## src/rtl/iex_shift_unit.sv

```systemverilog
// iex_shift_unit: multi-cycle shift/rotate unit for the execute stage.
// The shift amount is resolved as log2(DATA_WIDTH) binary stages, LSB first,
// with STAGES_PER_CYCLE stages applied per RUN cycle. One operation in flight.
// Build option: define IEX_SHIFT_ROTATE_EN to make ROL/ROR legal; without it
// those codes are reported as illegal and no rotate logic is built.
module iex_shift_unit #(
   parameter int DATA_WIDTH       = 32,
   parameter int STAGES_PER_CYCLE = 1
) (
   input  logic                          clk,
   input  logic                          rst_n,
   input  logic                          flush,
   input  logic                          in_vld,
   output logic                          in_rdy,
   input  logic [DATA_WIDTH-1:0]         in_data,
   input  logic [$clog2(DATA_WIDTH)-1:0] in_shamt,
   input  logic [2:0]                    in_op,
   input  logic [4:0]                    in_rd,
   output logic                          out_vld,
   input  logic                          out_rdy,
   output logic [DATA_WIDTH-1:0]         out_data,
   output logic [4:0]                    out_rd,
   output logic                          out_err,
   output logic                          busy
);

   localparam int SHAMT_WIDTH = $clog2(DATA_WIDTH);
   localparam int PASSES      = (SHAMT_WIDTH + STAGES_PER_CYCLE - 1) / STAGES_PER_CYCLE;
   localparam int CNT_W       = (PASSES > 1) ? $clog2(PASSES) : 1;
   localparam logic [CNT_W-1:0] LAST_PASS = CNT_W'(PASSES - 1);

   localparam logic [2:0] OP_SLL = 3'b000;
   localparam logic [2:0] OP_SRL = 3'b001;
   localparam logic [2:0] OP_SRA = 3'b011;
`ifdef IEX_SHIFT_ROTATE_EN
   localparam logic [2:0] OP_ROL = 3'b100;
   localparam logic [2:0] OP_ROR = 3'b101;
`endif

   typedef enum logic [1:0] {
      IDLE = 2'd0,
      RUN  = 2'd1,
      DONE = 2'd2
   } state_t;

   state_t                 state;
   state_t                 state_n;
   logic [CNT_W-1:0]       cnt;
   logic [SHAMT_WIDTH-1:0] shamt_r;
   logic [2:0]             op_r;
   logic                   accept;
   logic                   in_legal;
   logic [DATA_WIDTH-1:0]  pass_data;
   logic [DATA_WIDTH-1:0]  stage_data;

   function automatic logic op_legal(input logic [2:0] op);
      logic ok;
      case (op)
         OP_SLL, OP_SRL, OP_SRA: ok = 1'b1;
`ifdef IEX_SHIFT_ROTATE_EN
         OP_ROL, OP_ROR:         ok = 1'b1;
`endif
         default:                ok = 1'b0;
      endcase
      return ok;
   endfunction

   // One binary stage by a fixed amount. For SRA the working value keeps the
   // accepted operand's MSB in place, so sign-filling from the current MSB is
   // the same as filling from the original sign bit.
   function automatic logic [DATA_WIDTH-1:0] shift_stage(
      input logic [DATA_WIDTH-1:0] d,
      input logic [2:0]            op,
      input int                    amt
   );
      logic signed [DATA_WIDTH-1:0] sd;
      logic        [DATA_WIDTH-1:0] r;
      sd = d;
      r  = d;
      case (op)
         OP_SLL: r = d << amt;
         OP_SRL: r = d >> amt;
         OP_SRA: r = sd >>> amt;
`ifdef IEX_SHIFT_ROTATE_EN
         OP_ROL: r = (d << amt) | (d >> (DATA_WIDTH - amt));
         OP_ROR: r = (d >> amt) | (d << (DATA_WIDTH - amt));
`endif
         default: r = d;
      endcase
      return r;
   endfunction

   // Handshake and next-state decode; flush overrides every handshake.
   always_comb begin
      in_rdy   = ~flush & ((state == IDLE) | ((state == DONE) & out_rdy));
      accept   = in_vld & in_rdy;
      in_legal = op_legal(in_op);
      state_n  = state;
      if (flush) begin
         state_n = IDLE;
      end else if (accept) begin
         state_n = (~in_legal | (in_shamt == '0)) ? DONE : RUN;
      end else begin
         case (state)
            RUN:     if (cnt == LAST_PASS) state_n = DONE;
            DONE:    if (out_rdy)          state_n = IDLE;
            default: state_n = state;
         endcase
      end
   end

   // Stages of the current pass; the shamt register is shifted down each pass
   // so the pass always consumes its low STAGES_PER_CYCLE bits.
   always_comb begin
      pass_data  = out_data;
      stage_data = out_data;
      for (int p = 0; p < PASSES; p++) begin
         if (cnt == CNT_W'(p)) begin
            stage_data = out_data;
            for (int j = 0; j < STAGES_PER_CYCLE; j++) begin
               if ((p * STAGES_PER_CYCLE + j) < SHAMT_WIDTH) begin
                  if (shamt_r[j]) begin
                     stage_data = shift_stage(stage_data, op_r, 1 << (p * STAGES_PER_CYCLE + j));
                  end
               end
            end
            pass_data = stage_data;
         end
      end
   end

   // State register, pass counter and registered status outputs.
   always_ff @(posedge clk or negedge rst_n) begin
      if (!rst_n) begin
         state   <= IDLE;
         cnt     <= '0;
         out_vld <= 1'b0;
         busy    <= 1'b0;
      end else begin
         state   <= state_n;
         out_vld <= (state_n == DONE);
         busy    <= (state_n != IDLE);
         if (accept) begin
            cnt <= '0;
         end else if (state == RUN) begin
            cnt <= cnt + 1'b1;
         end
      end
   end

   // Operand capture and per-pass update of the working/result register.
   always_ff @(posedge clk or negedge rst_n) begin
      if (!rst_n) begin
         out_data <= '0;
         out_rd   <= '0;
         out_err  <= 1'b0;
         op_r     <= '0;
         shamt_r  <= '0;
      end else if (flush) begin
         out_err <= 1'b0;
      end else if (accept) begin
         out_rd  <= in_rd;
         op_r    <= in_op;
         shamt_r <= in_shamt;
         if (!in_legal) begin
            out_data <= '0;
            out_err  <= 1'b1;
         end else begin
            out_data <= in_data;
            out_err  <= 1'b0;
         end
      end else if (state == RUN) begin
         out_data <= pass_data;
         shamt_r  <= shamt_r >> STAGES_PER_CYCLE;
      end
   end

endmodule

```

## config.mk

```make
export PLATFORM = sky130hd
export DESIGN_NAME = iex_shift_unit
export DESIGN_NICKNAME = d
export VERILOG_FILES = /design/src/rtl/iex_shift_unit.sv
export SDC_FILE = /design/constraint.sdc
export NUM_CORES = 1
export LEC_CHECK = 0
export CAP_MARGIN = 40
export CORE_ASPECT_RATIO = 0.6
export CORE_MARGIN = 10
export CORE_UTILIZATION = 50
export CTS_BUF_LIST = sky130_fd_sc_hd__clkbuf_8
export DETAILED_ROUTE_END_ITERATION = 16
export PLACE_DENSITY = 0.78
export SLEW_MARGIN = 30
export SYNTH_ARGS = -nofsm -noshare
export SYNTH_HDL_FRONTEND = slang
export SYNTH_SLANG_ARGS = --single-unit
```

## constraint.sdc

```tcl
create_clock -name clk -period 2.95 [get_ports clk]
set_input_delay 0.59 -clock clk [delete_from_list [all_inputs] [get_ports clk]]
set_output_delay 0.59 -clock clk [all_outputs]
set_load 0.05 [all_outputs]
```

==> impl_results.md, run 1 <==
* Slew HR at 43.2%
* H-tree levels at 2
* Fin. max-slew vios at 0
* Clk slew on worst S/H paths at around 120 ps
* CP endpoint: out_data[27]$_DFFE_PN0P_
* Cts bufs inserted at 5
* RSZ-0062 raised after global routing: false
* Worst VDD drop at roughly 0.5 mV
* Root buf cell: clkbuf_8
* DRT iter0 DRCs at around 770
* Port buffer count at 90
* Cell area after synthesis at around 0.0046 sq mm
* Post-DRT Antenna Nets at 0
* Synthesis warning total at 0
* Sequential share of the synthesized area at 28.5%
* Area leader, netlist: dfrtp_1
* CTS max path bufs at 2
* DR WL/cell at approximately 27 um
* Tmin final at roughly 2700 ps
* Async SR Flop Fraction at 100%
* Avg Vias per Cell at 7.06
* Hold Crit Class: in -> async
* Power Density at 685 mW/mm^2
* Row cnt at 27
* Reg2reg setup slack at between 200 and 250 ps
* Antenna Cells at 0
* Met1 Use GR at approximately 43%
* Clock sinks at 53
* Drc violations at 0
* Area contributors post-synth: dfrtp_1 29%, nand2_1 8.8%, a21oi_1 6.2%
* Yosys reg bits at 53
* Outcome: completed
* Reg2reg path depth at 7
* Vias after detailed routing at 5653
* Syn Area/Cell at between 7 and 8 sq um
* Critical Path AT at slightly below 3000 ps
* Syn nets at between 600 and 700
* GP Congestion at between 1 and 1.5
* CP endpoint kind: flop
* Total power at ~4.0 mW
* Met2 usage in global routing at between 40 and 50%
* Clock skew at 7.53 ps
* Netlist cell types at 64
* Worst EP required at about 3200 ps
* GRT overflow at 0
* Setup-failing EPs final at 0
* I/O Pins at a little over 90
* Sum Neg Setup Slack at 0 ps
* GR peak layer: met1
* Final Hold Viols at 0
* Crit path from: cnt[0]$_DFFE_PN0N_
* CTS resizes at 0
* Prevailing post-synth register cell: dfrtp_1
* M3 GR Usage at between 10% and 20%
* Worst-path fanout max at 11
* Worst-margin pin slew at roughly 850 ps
* CP Launch Type: flop
* RR Endpoint: out_data[27]$_DFFE_PN0P_
* Setup bufs post-CTS at 0
* Hold_buf cts at 0
* Fillers at between 800 and 900
* Global-route wire length before repair at 32700 um
* Utilization after layout at a little under two thirds
* Vias in the first global route at 5552
* Static Leak at 2.34 nW
* RR Startpoint: cnt[0]$_DFFE_PN0N_
* Crit-path cells: inv_1 -> ha_1 -> buf_4 -> o21bai_1 -> a32oi_1 -> a221oi_1 -> o21ai_0
* Fin crit share at around 93%
* Share of layout cells above drive strength 1 at around a tenth
* Die Ht at ~95 um
* Worst path slowest cell: o21bai_1
* Fmax at between 300 and 400 MHz
* First-pass DRT Iterations at 8
* Post-synth top area share at around 29%
* Kind of critical path: reg -> reg
* Max Cap Viol at 0
* WL final at around 22000 um
* Synth-to-layout area growth at 24.8%
* Full die area at 0.0137 sq mm
* Total track usage at a little under a third
* Number of enable flip-flop cells after synthesis at 0
* CTS tree: yes
* Initial core utilization at about half
* Worst-Skew Late Latency at approximately 340 ps
* Largest net degree at the start of global routing at 44
* Initial antenna violation count at 0
* Final net count at approximately 740
* Die Wd at approximately 140 um
* Post-DP HPWL at 15300 um
* Core area at 0.00912 sq mm
* Cells after Synth at 611
* Crit path largest cell delay at between 600 and 700 ps
layout by cell type, fill, tap and decap left out, types with 3 or more instances in the layout:
| cell type | synthesis | final |
|---|---|---|
| a211oi_1 | 11 | 11 |
| a21o_1 | 3 | 3 |
| a21oi_1 | 58 | 58 |
| a221oi_1 | 6 | 6 |
| a222oi_1 | 3 | 3 |
| a22oi_1 | 23 | 23 |
| a31oi_1 | 11 | 11 |
| a32oi_1 | 5 | 5 |
| and2_1 | 4 | 4 |
| and3_1 | 4 | 4 |
| buf_4 | 12 | 37 |
| clkbuf_8 | 0 | 5 |
| clkdlybuf4s50_1 | 0 | 88 |
| dfrtp_1 | 53 | 53 |
| ha_1 | 8 | 8 |
| inv_1 | 11 | 11 |
| mux2i_1 | 23 | 23 |
| nand2_1 | 109 | 109 |
| nand2b_1 | 9 | 9 |
| nand3_1 | 39 | 39 |
| nand4_1 | 5 | 5 |
| nor2_1 | 23 | 23 |
| nor2b_1 | 4 | 3 |
| nor3_1 | 7 | 7 |
| o2111ai_1 | 9 | 9 |
| o211ai_1 | 5 | 5 |
| o21ai_0 | 43 | 43 |
| o21ai_1 | 3 | 3 |
| o221ai_1 | 6 | 6 |
| o22ai_1 | 15 | 15 |
| o2bb2ai_1 | 4 | 4 |
| o311ai_0 | 3 | 3 |
| o31ai_1 | 3 | 3 |
| or3b_2 | 3 | 3 |
| or4b_1 | 3 | 3 |
state kept, by name, summed over array words and instances (netlist names), 2 cells and up:
register	cells
out_data	32
shamt_r	5
cnt	3
state	2
op_r	3
out_rd	5
through the flow:
step,hold WS (ps),std cells,instance area (sq um),setup WS (ps)
floorplan,294,611,4650,922
global placement,457,792,5670,438
detailed placement,464,793,5680,306
CTS,316,801,5800,414
global route,319,801,5800,238
finish,288,801,5800,220
logic make-up (layout without fill, tap and decap cells):
logic type      after synthesis  count (layout)  synth area share, %
compound gates              226             226                 32.3
simple gates                224             224                 23.0
buf+inv                      74             148                 7.97
flops                        53              53                 28.5
mux                          25              25                 5.92
fa+ha+maj                     8               8                 2.15
xor+xnor                      1               1                0.189
per-layer routing:
metal | wire length [um] | part of all wire (%)
met4 | 605 | 2.8
met1 | 8860 | 41
met5 | 0 | 0
met2 | 8440 | 39
met3 | 3620 | 17
worst min-delay path by stage:
stage,start,end,slack [ps],cells past startpoint
final,rst_n,out_err$_DFFE_PN0P_,290,1
after global routing,rst_n,out_err$_DFFE_PN0P_,320,1
after CTS,rst_n,out_data[3]$_DFFE_PN0P_,320,1
after detailed placement,out_rd[2]$_DFFE_PN0P_,out_rd[2]$_DFFE_PN0P_,460,2
after global placement,out_rd[0]$_DFFE_PN0P_,out_rd[0]$_DFFE_PN0P_,460,2
after floorplan,rst_n,busy$_DFF_PN0_,290,0
synthesized netlist by cell type (all sizes together) (2+ instances only):
master   number
nand2       109
a21oi        58
dfrtp        53
o21ai        46
nand3        39
buf          36
clkbuf       27
nor2         24
a22oi        23
mux2i        23
o22ai        15
a31oi        12
a211oi       11
inv          11
nand2b        9
o2111ai       9
ha            8
nor3          8
a221oi        6
o221ai        6
a32oi         5
and2          5
and3          5
nand4         5
o211ai        5
nor2b         4
o2bb2ai       4
o311ai        4
or3b          4
a2111oi       3
a21o          3
a222oi        3
o31ai         3
or4b          3
a21boi        2
a221o         2
and3b         2
mux4          2
nand3b        2
worst max-delay path: cells and delay by family, from the launching register on:
kind | cells | cell delay [ps]
flops | 1 | 460
fa+ha+maj | 1 | 380
buf+inv | 2 | 350
compound gates | 4 | 1410
area by class of cell:
cell class / instances / area (sq um) / share of cell area, %
clock inverters: 3 / 50.0 / 0.863
multi-input cells: 484 / 2950 / 50.9
clock buffers: 5 / 68.8 / 1.19
well taps: 116 / 145 / 2.50
repair buffers: 129 / 1210 / 20.9
flip-flops and latches: 53 / 1330 / 22.9
inverters: 11 / 41.3 / 0.712
where the power goes:
group | total [mW] | leakage (nW) | switching, mW | internal [mW]
Clock | 0.568 | 0.0603 | 0.307 | 0.261
Combinational | 2.18 | 1.60 | 1.38 | 0.798
Sequential | 1.23 | 0.677 | 0.367 | 0.862
Total | 3.97 | 2.34 | 2.05 | 1.92
Power figures use the tool's default switching activity.
==> run 2: changes to the inputs <==
--- a/config.mk
+++ b/config.mk
@@ -8,10 +8,10 @@
 export CAP_MARGIN = 40
 export CORE_ASPECT_RATIO = 0.6
 export CORE_MARGIN = 10
-export CORE_UTILIZATION = 50
+export CORE_UTILIZATION = 54
 export CTS_BUF_LIST = sky130_fd_sc_hd__clkbuf_8
 export DETAILED_ROUTE_END_ITERATION = 16
-export PLACE_DENSITY = 0.78
+export PLACE_DENSITY = 0.83
 export SLEW_MARGIN = 30
 export SYNTH_ARGS = -nofsm -noshare
 export SYNTH_HDL_FRONTEND = slang
==> impl_results.md, run 2 (synthesized netlist as in run 1, its figures left out) <==
* Full die area at 0.0128 sq mm (-6.1%)
* Slew HR at 49.0% (+5.9 points)
* DRT iter0 DRCs at 1277 (+67%)
* Drc violations at 0 (unchanged)
* Initial core utilization at 54.9% (+4.0 points)
* Max Cap Viol at 0 (unchanged)
* Most frequent cells in the layout: 109 x nand2_1, 88 x clkdlybuf4s50_1, 58 x a21oi_1
* Root buf cell: clkbuf_8
* Final net count at 738 (-0.54%)
* Smallest hold slack at 378 ps (+90.6 ps)
* Crit path from: cnt[1]$_DFFE_PN0N_
* Kind of critical path: reg -> reg
* DR WL/cell at 26.2 um (-2.5%)
* Post-DRT Antenna Nets at 0 (unchanged)
* Tmin final at 2580 ps (-150 ps)
* Worst-Skew Late Latency at 330 ps (about the same)
* CP endpoint: out_data[15]$_DFFE_PN0P_
* Psw at 2.00 mW (-2.6%)
* Worst path slowest cell: mux4_2
* Most common cell after layout, fill and taps aside: nand2_1
* CP endpoint kind: flop
* Gate power share at 56.2% (+1.4 points)
* CTS tree: yes
* Die Ht at 91.9 um (-3.0%)
* Hold Crit Class: in -> async
* Synth-to-layout area growth at 23.1%
* Static Leak at 2.29 nW (-1.9%)
* Fin. max-slew vios at 0 (unchanged)
* H-tree levels at 2 (unchanged)
* Power Density at 669 mW/mm^2 (-2.4%)
* Worst VDD drop at 0.632 mV (+24%)
* RR Endpoint: out_data[15]$_DFFE_PN0P_
* Vias in the first global route at 5675 (+2.2%)
* Crit-path cells: inv_1 -> ha_1 -> buf_4 -> nor2b_1 -> mux4_2 -> a211oi_1 -> o221ai_1
* Cts bufs inserted at 5 (unchanged)
* Critical Path AT at 2790 ps (-160 ps)
* Port buffer count at 90 (unchanged)
* Reg2reg setup slack at 370 ps (+150 ps)
* Largest net degree at the start of global routing at 54 (+23%)
* RR Startpoint: cnt[1]$_DFFE_PN0N_
* Setup-failing EPs final at 0 (unchanged)
* Global-route wire length before repair at 32300 um (-1.2%)
* Antenna Cells at 0 (unchanged)
* CTS max path bufs at 2 (unchanged)
* Top Registers: out_data x32, out_rd x5, shamt_r x5
* Fin crit share at 87.5% (-5.1 points)
* Share of layout cells above drive strength 1 at 8.68% (-0.67 points)
* Avg Vias per Cell at 7.35 (+4.2%)
* CP Launch Type: flop
* Switching share of power at 52.2% (+0.59 points)
* CTS resizes at 0 (unchanged)
* Cell-internal power at 1.83 mW (-4.9%)
* Sequential fraction of design power at 31.9% (+1.0 points)
* Clock share of power at 11.9% (-2.4 points)
* Finished Cell Area at 0.00572 sq mm (-1.4%)
* GRT overflow at 0 (unchanged)
* Clk slew on worst S/H paths at 110 ps (about the same)
* Initial antenna violation count at 2 (+2)
* Worst-margin pin slew at 763 ps (-87.9 ps)
* Setup bufs post-CTS at 0 (unchanged)
* Crit path largest cell delay at 520 ps (-150 ps)
* Clock sinks at 53 (unchanged)
* Largest Register: out_data
* First-pass DRT Iterations at 7 (-1)
* Sum Neg Setup Slack at 0 ps (unchanged)
* Clock skew at 16.0 ps (+8.44 ps)
* Hold_buf cts at 0 (unchanged)
* Vias after detailed routing at 5822 (+3.0%)
* Fmax at 388 MHz (+5.8%)
* Outcome: completed
* Worst-path fanout max at 9 (-2)
* Post-placement cell area at 0.00563 sq mm (-0.88%)
* Reg2reg path depth at 7 (unchanged)
* RSZ-0062 raised after global routing: false
* GP Congestion at 1.06 (+4.9%)
* Max FFs per register at 32 (unchanged)
* Worst EP required at 3160 ps (about the same)
* Final Hold Viols at 0 (unchanged)
* WL final at 20800 um (-3.5%)
* I/O Pins at 91 (unchanged)
* Core area at 0.00846 sq mm (-7.3%)
* Total track usage at 30.8% (+0.053 points)
* Row cnt at 26 (-3.7%)
* Die Wd at 140 um (-3.3%)
* Post-DP HPWL at 14700 um (-3.9%)
## run 2: changes by cell type in the layout (fill, tap and decap cells not counted), sizes merged
cell / previous run / this run
buf: 40 / 37
bufinv: 1 / 0
clkbuf: 5 / 6
clkdlybuf4s18: 1 / 0
clkinv: 1 / 0
clkinvlp: 0 / 1
inv: 12 / 11
## run 2: stage by stage
step | utilization, % | std cells | power (mW) | worst slack (ps)
after floorplan | - | 611 | 2.47 | 922
after global placement | 66.6 | 785 | 3.23 | 351
after detailed placement | 66.6 | 785 | 3.26 | 247
after CTS | 67.6 | 792 | 3.72 | 464
after global routing | 67.6 | 792 | 3.95 | 332
final | 67.6 | 792 | 3.82 | 370
## run 2: layout make-up
class | count | area (sq um)
clock inverter | 1 | 7.51
inverter | 11 | 41.3
multi-input combinational | 484 | 2950
fill | 748 | 2740
sequential | 53 | 1330
tap | 112 | 140
timing repair buffer | 125 | 1170
clock buffer | 6 | 82.6
## run 2: layer usage
layer  GRT usage [%]  vias up  wire (um)
li1                -     2418          -
met1            40.6     2695       7880
met2            43.7      577       8230
met3            14.8      128       3770
met4            8.99        4        833
met5               0        -         46
## run 2: how the worst min path moves through the flow
stage                                startpoint               endpoint  depth (start not counted)  slack, ps
after floorplan                           rst_n         busy$_DFF_PN0_                          0        290
after global placement    out_rd[1]$_DFFE_PN0P_  out_rd[1]$_DFFE_PN0P_                          2        460
after detailed placement  out_rd[2]$_DFFE_PN0P_  out_rd[2]$_DFFE_PN0P_                          2        460
after CTS                                 rst_n         busy$_DFF_PN0_                          2        410
after global routing                      rst_n     state[0]$_DFF_PN0_                          2        440
final                                     rst_n         busy$_DFF_PN0_                          2        380
## run 2: critical path, delay by kind of cell (launching register included)
kind | cells | cell delay [ps]
AO/OA/AOI/OAI | 2 | 510
adder cells (fa/ha/maj) | 1 | 420
buffers and inverters | 2 | 340
flip-flops | 1 | 440
multiplexers | 1 | 520
AND/OR/NAND/NOR | 1 | 220
## run 2: power groups by stage
stage	registers, mW	clock network [mW]	logic, mW
after floorplan	1.42	0	1.04
final	1.22	0.456	2.15
after detailed placement	1.19	0	2.07
after global routing	1.21	0.481	2.25
after CTS	1.18	0.457	2.08
after global placement	1.18	0	2.05
==> run 3: changes to the inputs <==
==> constraint.sdc (replaced) <==
create_clock -name clk -period 2.5 [get_ports clk]
set_input_delay 0.5 -clock clk [delete_from_list [all_inputs] [get_ports clk]]
set_output_delay 0.5 -clock clk [all_outputs]
set_load 0.05 [all_outputs]
==> impl_results.md, run 3 (synthesized netlist as in run 1, its figures left out) <==
* Crit-path cells: clkdlybuf4s50_1
* Share of layout cells above drive strength 1 at 12.0% (+3.3 points)
* Power Density at 775 mW/mm^2 (+16%)
* Worst-Skew Late Latency at 340 ps (about the same)
* Crit path largest cell delay at 920 ps (+400 ps)
* Slew HR at 46.8% (-2.3 points)
* Uppermost layer routed: met4
* Most frequent cells in the layout: 109 x nand2_1, 88 x clkdlybuf4s50_1, 58 x a21oi_1
* Met1 wire length at 8250 um (+4.7%)
* Wire length on met3 at 3680 um (-2.4%)
* Drc violations at 0 (unchanged)
* Post-DP HPWL at 15100 um (+3.2%)
* Tmin final at 2440 ps
* Largest net degree at the start of global routing at 45 (-17%)
* Vias after detailed routing at 5880 (+1.0%)
* Fmax at 409 MHz
* Total track usage at 31.0% (+0.12 points)
* Clock sinks at 53 (unchanged)
* Seq. cell area at 0.00133 sq mm (unchanged)
* Static Leak at 2.41 nW (+5.0%)
* Hold Crit Class: in -> async
* Reg2reg setup slack at 130 ps (-240 ps)
* Cts bufs inserted at 5 (unchanged)
* Hold_buf cts at 0 (unchanged)
* Setup slack after layout at 57.8 ps (-312 ps)
* Worst path top cell family by delay: buffers and inverters
* Max FFs per register at 32 (unchanged)
* Avg Vias per Cell at 7.23 (-1.6%)
* H-tree levels at 2 (unchanged)
* DR WL/cell at 25.6 um (-2.2%)
* Most common cell after layout, fill and taps aside: nand2_1
* Max Cap Viol at 0 (unchanged)
* Setup-failing EPs final at 0 (unchanged)
* Total power at 4.61 mW (+20%)
* Final net count at 758 (+2.7%)
* Die Wd at 140 um (unchanged)
* Clk slew on worst S/H paths at 120 ps (about the same)
* Met2 wire length at 8220 um (about the same)
* First-pass DRT Iterations at 6 (-1)
* Worst path slowest cell: clkdlybuf4s50_1
* Initial core utilization at 54.9% (unchanged)
* Global-route wire length before repair at 32200 um (-0.23%)
* Row cnt at 26 (unchanged)
* Post-DRT Antenna Nets at 0 (unchanged)
* RSZ-0062 raised after global routing: false
* Fillers at 712 (-4.8%)
* Clock skew at 16.1 ps (+0.0999 ps)
* Worst-path fanout max at 10 (+1)
* Worst VDD drop at 0.598 mV (-5.3%)
* Worst-margin pin slew at 797 ps (+33.9 ps)
* I/O Pins at 91 (unchanged)
* CTS max path bufs at 2 (unchanged)
* Initial antenna violation count at 0 (-2)
* Kind of critical path: reg -> out
* Fin. max-slew vios at 0 (unchanged)
* GRT overflow at 0 (unchanged)
* CP Launch Type: flop
* WL final at 20800 um (+0.41%)
* Top Registers: out_data x32, out_rd x5, shamt_r x5
* Worst EP required at 2000 ps (-1160 ps)
* Final Hold Viols at 0 (unchanged)
* CP endpoint kind: output port
* Fin crit share at a little over nine tenths
* CP bufs+invs at 1 (-1)
* Critical Path AT at 1940 ps (-850 ps)
* Die Ht at 91.9 um (unchanged)
* GP Congestion at 1.10 (+4.0%)
* Sum Neg Setup Slack at 0 ps (unchanged)
* Synth-to-layout area growth at 27.8%
* Largest Register: out_data
* Outcome: completed
* Full die area at 0.0128 sq mm (unchanged)
* DRT iter0 DRCs at 989 (-23%)
* Port buffer count at 90 (unchanged)
* Root buf cell: clkbuf_8
* Place WS at 24.5 ps (-222 ps)
* Core area at 0.00846 sq mm (unchanged)
* CTS tree: yes
* Vias in the first global route at 5594 (-1.4%)
* Multi-input logic area at 0.00297 sq mm (+0.55%)
* Antenna Cells at 0 (unchanged)
run 3: changes by cell type in the layout (fill, tap and decap cells not counted), sizes merged:
cell      before  now
buf           37   57
clkbuf         6    5
clkinvlp       1    2
inv           11   12
run 3: final timing paths:
path | end | depth (start not counted) | from
max | out_data[20] | 1 | out_data[20]$_DFFE_PN0P_
min | shamt_r[0]$_DFFE_PN0P_ | 1 | rst_n
max reg2reg | out_data[25]$_DFFE_PN0P_ | 8 | cnt[1]$_DFFE_PN0N_
min reg2reg | out_rd[2]$_DFFE_PN0P_ | 2 | out_rd[2]$_DFFE_PN0P_
max in group asynchronous | out_data[16]$_DFFE_PN0P_ | 2 | rst_n
min in group clk | out_rd[2]$_DFFE_PN0P_ | 2 | out_rd[2]$_DFFE_PN0P_
run 3: worst reg2reg max path: stages (launching register included):
cell and delay (ps):
dfrtp_1 450, inv_1 100, ha_2 330, nand2b_1 190, nor2_1 350, buf_4 210, a31oi_1 70, a221oi_1 420
o21ai_0 150
run 3: final cells by class:
type	instances	share of cell area (%)
Sequential cell	53	22.3
Clock buffer	5	1.16
Timing Repair Buffer	145	23.0
Inverter	11	0.695
Multi-Input combinational cell	484	50.0
Tap cell	112	2.36
Clock inverter	3	0.442
run 3: what timing repair did:
action | 4_1_cts | 5_1_grt
endpoints found under the setup margin | 0 | 12
gates resized for setup | 0 | 6
hold endpoints to repair | 0 | 0
buffers inserted | 0 | 2
run 3: power by group:
| part | internal (mW) | switching (mW) |
|---|---|---|
| logic | 0.981 | 1.71 |
| registers | 1.02 | 0.338 |
| clock network | 0.205 | 0.348 |
run 3: per-stage QoR:
stage | util (%) | std cells | hold WS [ps] | area, sq um
CTS | 69.9 | 811 | 206 | 5910
finish | 70.2 | 813 | 189 | 5940
global route | 70.2 | 813 | 228 | 5940
detailed placement | 68.7 | 803 | 462 | 5810
floorplan | - | 611 | 204 | 4650
global placement | 68.7 | 803 | 457 | 5810
run 3: metal layers:
layer	up-vias	global-route usage (%)
met5	-	0
met4	0	9.16
met3	86	14.5
met2	586	42.9
met1	2738	41.7
li1	2470	-
